<file path="src/rtl/display_scanner.sv">
// Time-multiplexed scanner for common-anode seven-segment digits: double-buffered value,
// one digit per DIV-cycle dwell, active-low one-hot digit enable, optional leading-zero blanking.
module display_scanner #(
  parameter int unsigned DIGITS = 4,
  parameter int unsigned DIV    = 50000
) (
  input  logic                  clk,
  input  logic                  rst_n,
  input  logic [4*DIGITS-1:0]   value_i,
  input  logic                  load_i,
  input  logic                  blank_lz_i,
  output logic [3:0]            nibble_o,
  output logic [DIGITS-1:0]     digit_en_o,
  output logic                  blank_o,
  output logic                  pending_o
);

  localparam int unsigned CntW = (DIV > 1) ? $clog2(DIV) : 1;
  localparam int unsigned IdxW = (DIGITS > 1) ? $clog2(DIGITS) : 1;
  localparam logic [CntW-1:0] CntMax = CntW'(DIV - 1);
  localparam logic [IdxW-1:0] IdxMax = IdxW'(DIGITS - 1);

  logic [CntW-1:0]     cnt_q, cnt_d;
  logic [IdxW-1:0]     idx_q, idx_d;
  logic [4*DIGITS-1:0] shd_q, shd_d;
  logic [4*DIGITS-1:0] disp_q, disp_d;
  logic                pending_q, pending_d;
  logic                lz_q;

  logic                tick;
  logic                wrap;
  logic [DIGITS-1:0]   hi_zero;

  // State registers
  always_ff @(posedge clk or negedge rst_n) begin
    if (!rst_n) begin
      cnt_q     <= '0;
      idx_q     <= '0;
      shd_q     <= '0;
      disp_q    <= '0;
      pending_q <= 1'b0;
      lz_q      <= 1'b0;
    end else begin
      cnt_q     <= cnt_d;
      idx_q     <= idx_d;
      shd_q     <= shd_d;
      disp_q    <= disp_d;
      pending_q <= pending_d;
      lz_q      <= blank_lz_i;
    end
  end

  // Prescaler and digit index
  always_comb begin
    tick  = (cnt_q == CntMax);
    wrap  = tick && (idx_q == IdxMax);
    cnt_d = tick ? '0 : cnt_q + 1'b1;
    idx_d = idx_q;
    if (tick) begin
      idx_d = (idx_q == IdxMax) ? '0 : idx_q + 1'b1;
    end
  end

  // Apply is evaluated before load so a load in the wrap cycle keeps pending set
  // and leaves the freshly captured value for the following frame.
  always_comb begin
    shd_d     = shd_q;
    disp_d    = disp_q;
    pending_d = pending_q;
    if (wrap && pending_q) begin
      disp_d    = shd_q;
      pending_d = 1'b0;
    end
    if (load_i) begin
      shd_d     = value_i;
      pending_d = 1'b1;
    end
  end

  // hi_zero[k]: nibbles k..DIGITS-1 of the displayed value are all zero
  always_comb begin
    hi_zero = '0;
    for (int unsigned k = 0; k < DIGITS; k++) begin
      hi_zero[k] = ((disp_q >> (4 * k)) == '0);
    end
  end

  always_comb begin
    nibble_o   = '0;
    digit_en_o = '1;
    blank_o    = 1'b0;
    for (int unsigned k = 0; k < DIGITS; k++) begin
      if (idx_q == IdxW'(k)) begin
        nibble_o      = disp_q[4*k +: 4];
        digit_en_o[k] = 1'b0;
        blank_o       = lz_q && (k != 0) && hi_zero[k];
      end
    end
  end

  assign pending_o = pending_q;

endmodule

</file>
<file path="config.mk">
export PLATFORM = sky130hd
export DESIGN_NAME = display_scanner
export DESIGN_NICKNAME = d
export VERILOG_FILES = /design/src/rtl/display_scanner.sv
export SDC_FILE = /design/constraint.sdc
export NUM_CORES = 1
export LEC_CHECK = 0
export BUFFER_PORTS_ARGS = -buffer_cell sky130_fd_sc_hd__buf_2
export CORE_ASPECT_RATIO = 1.5
export CORE_MARGIN = 1
export CORE_UTILIZATION = 51
export CTS_CLUSTER_DIAMETER = 150
export DETAILED_ROUTE_END_ITERATION = 10
export HOLD_SLACK_MARGIN = 0.03
export PLACE_DENSITY = 0.84
export SYNTH_ARGS = -nofsm -noshare
export SYNTH_HDL_FRONTEND = slang
export SYNTH_SLANG_ARGS = --single-unit
</file>
<file path="constraint.sdc">
create_clock -name clk -period 1.6 [get_ports clk]
set_input_delay 0.4 -clock clk [delete_from_list [all_inputs] [get_ports clk]]
set_output_delay 0.4 -clock clk [all_outputs]
set_load 0.005 [all_outputs]
</file>
==> metrics <==
Seq/Total Area, Yosys 54.8%; post-synthesis cell count 186; GR Util All Layers 28.5%; final worst-path cycle share 144%; reg2reg start cnt_q[5]$_DFF_PN0_; register bit total from synthesis 52; number of synthesis warnings 0; largest net degree at the start of global routing 53; Final min period 2.30 ns; Slew headroom 70.8%; asr flop ratio synth 100%; worst skew pair latency a little over 0.3 ns; Die Height 85.6 µm; final net count around 290; Critical Path Sink Type primary output; first-pass GRT wire length 10200 µm; Antenna diodes 0; post-synthesis cell type count 32; CTS sink cnt 52; crit path max fanout 4; layout cells sized above 1 56.8%; H-tree Lvls 2; most frequent cell after synthesis dfrtp_1; Fill cells 251; clock power share 39.9%; clk slew on worst S/H paths roughly 0.1 ns; Final Util 72.8%; post-synth top area cell dfrtp_1; Final Hold Viols 0; Num CTS Buffers 5; Via Count 1887; synthesized net count 211; vias per cell between 6 and 7; worst-margin pin slew 0.438 ns; die footprint 0.00494 mm²; post-route design area around 0.0033 mm²; GRT Residual Overflow 0; Reg2Reg Depth 5; P_leak 1.56 nW; nature of the critical path startpoint flip-flop; top cells by count, synth dfrtp_1 (52), mux2_2 (22), nor2_1 (16); # DRC 1; Die Width 57.7 µm; Peak VDD IR between 0.8 and 0.9 mV; Ports 30; vias in the first global route between 2000 and 2500; Reg area 0.00130 mm²; switching share of power a little over a fifth; Area growth, synth to finish 38.1%; # port buffers 29; largest cells by area after synthesis dfrtp_1 (55%), mux2_2 (10%), mux2_4 (6.3%), ha_1 (2.6%), xnor2_1 (2.6%); DR WL/cell 22.7 µm; # rows 30; worst min path class in2async; Post-Place Cell Area 0.00284 mm²; critical path arrival 1.90 ns; Core Area 0.00450 mm²; Reg power frac 55.4%; initial antenna violation count 0; Setup WS post-layout -0.703 ns; outcome finished, violations left; WL final 7070 µm; syn_area_per_cell around 13 µm²; Max Clk Rate ~430 MHz; CTS max path bufs 2; power per standard cell area approximately 760 mW/mm²; required time of the critical path 1.20 ns; number of synthesized flops with an enable pin 0; MaxCap Viol Count 0; area of the multi-input gates between 0.001 and 0.0015 mm²; Hold Buf Count CTS 0; dpl hpwl between 3000 and 4000 µm; Pre-antenna DRT Iters 7; Final GP Congestion 0.864; synthesized cell area 0.00237 mm²; Comb power frac between 4 and 5%; Iter 0 DRT Violations approximately 110; Initial Util 52.7%; Internal 1.97 mW; DRT antenna net count 0; Synth top area share 54.8%; kind of critical path reg2out; CP Launch Point idx_q[0]$_DFFE_PN0N_; Root Buffer clkbuf_8; CTS tree built; Fin Clk Skew 0.0162 ns; final hold slack 0.0576 ns; RSZ-0062 raised after global routing yes; Reg2Reg Setup Slack -0.18 ns; Switching Power 528 µW; Final setup viols 25; violated checks DRC, setup timing; Crit Reg-Reg Endpoint disp_q[3]$_DFFE_PN0P_; Most used DFF post-synth dfrtp_1; max-slew violations 0
## logic make-up after synthesis
kind of cell,Yosys count,share of synthesized area [%]
AND/OR/NAND/NOR,57,14.0
flip-flops,52,54.8
buffers and inverters,13,2.90
XOR/XNOR,13,4.80
adder cells (fa/ha/maj),5,2.64
multiplexers,32,16.8
AO/OA/AOI/OAI,14,4.11
## power by group through the flow
| stage | combinational [mW] | sequential, mW | clock, mW |
|---|---|---|---|
| floorplan | 0.0507 | 1.39 | 0 |
| global placement | 0.104 | 1.40 | 0 |
| detailed placement | 0.110 | 1.40 | 0 |
| CTS | 0.110 | 1.38 | 0.991 |
| global route | 0.128 | 1.39 | 1.04 |
| finish | 0.117 | 1.38 | 0.994 |
## state kept, by name, indices dropped and copies added, names as in the netlist
name and count:
lz_q 1, idx_q 2, shd_q 16, cnt_q 16, pending_o 1, disp_q 16
## metal layers
layer	routed length (µm)	part of all wire [%]	GRT usage, %	up-vias
li1	-	-	-	808
met1	2370	34	31.3	926
met2	3850	55	51.2	113
met3	390	5.5	4.83	40
met4	452	6.4	15.6	0
met5	0	0	0	-
## critical path, stage by stage, from the launching register on
cell,delay (ns)
dfrtp_2,0.47
inv_2,0.13
ha_4,0.16
inv_2,0.05
nor2_4,0.19
a221oi_2,0.10
o31ai_2,0.31
buf_2,0.17
## worst max path at each step
stage | end | slack, ns
floorplan | disp_q[0]$_DFFE_PN0P_ | -0.13
global placement | nibble_o[2] | -0.15
detailed placement | nibble_o[0] | -0.34
CTS | blank_o | -0.53
global route | nibble_o[0] | -0.73
finish | nibble_o[0] | -0.70
## cells in the final DEF, fill, tap and decap left out, drive strengths merged, types with 2 or more instances in the layout
cell,count
inv,7
o21ai,4
nor2,17
xor2,6
buf,75
mux2,32
a221oi,4
nor4,3
xnor2,7
nand4,7
nand3,7
o31ai,4
and4,3
nor2b,2
clkbuf,8
nand2,11
ha,5
dfrtp,52
nor4b,3
## repair_timing
action,in CTS,in global routing
pin swaps,11,15
cloned,1,0
resized for setup,34,19
setup endpoints to repair,29,28
setup buffers,4,10
## layout make-up
class | instances | area share (%)
clock buffer | 7 | 2.94
clock inverter | 1 | 0.916
inverter | 7 | 1.03
multi-input combinational | 121 | 35.8
sequential | 52 | 39.7
tap | 48 | 1.83
timing repair buffer | 76 | 17.8
## per-stage QoR
| stage | worst slack (ns) | cells | TNS [ns] | power [mW] |
|---|---|---|---|---|
| final | -0.703 | 312 | -6.81 | 2.49 |
| after floorplan | -0.131 | 186 | -1.49 | 1.45 |
| after global routing | -0.735 | 312 | -8.37 | 2.55 |
| after global placement | -0.149 | 291 | -1.99 | 1.51 |
| after CTS | -0.533 | 303 | -5.47 | 2.48 |
| after detailed placement | -0.343 | 291 | -2.79 | 1.51 |
Note: power is estimated with default switching activity, not from simulation.
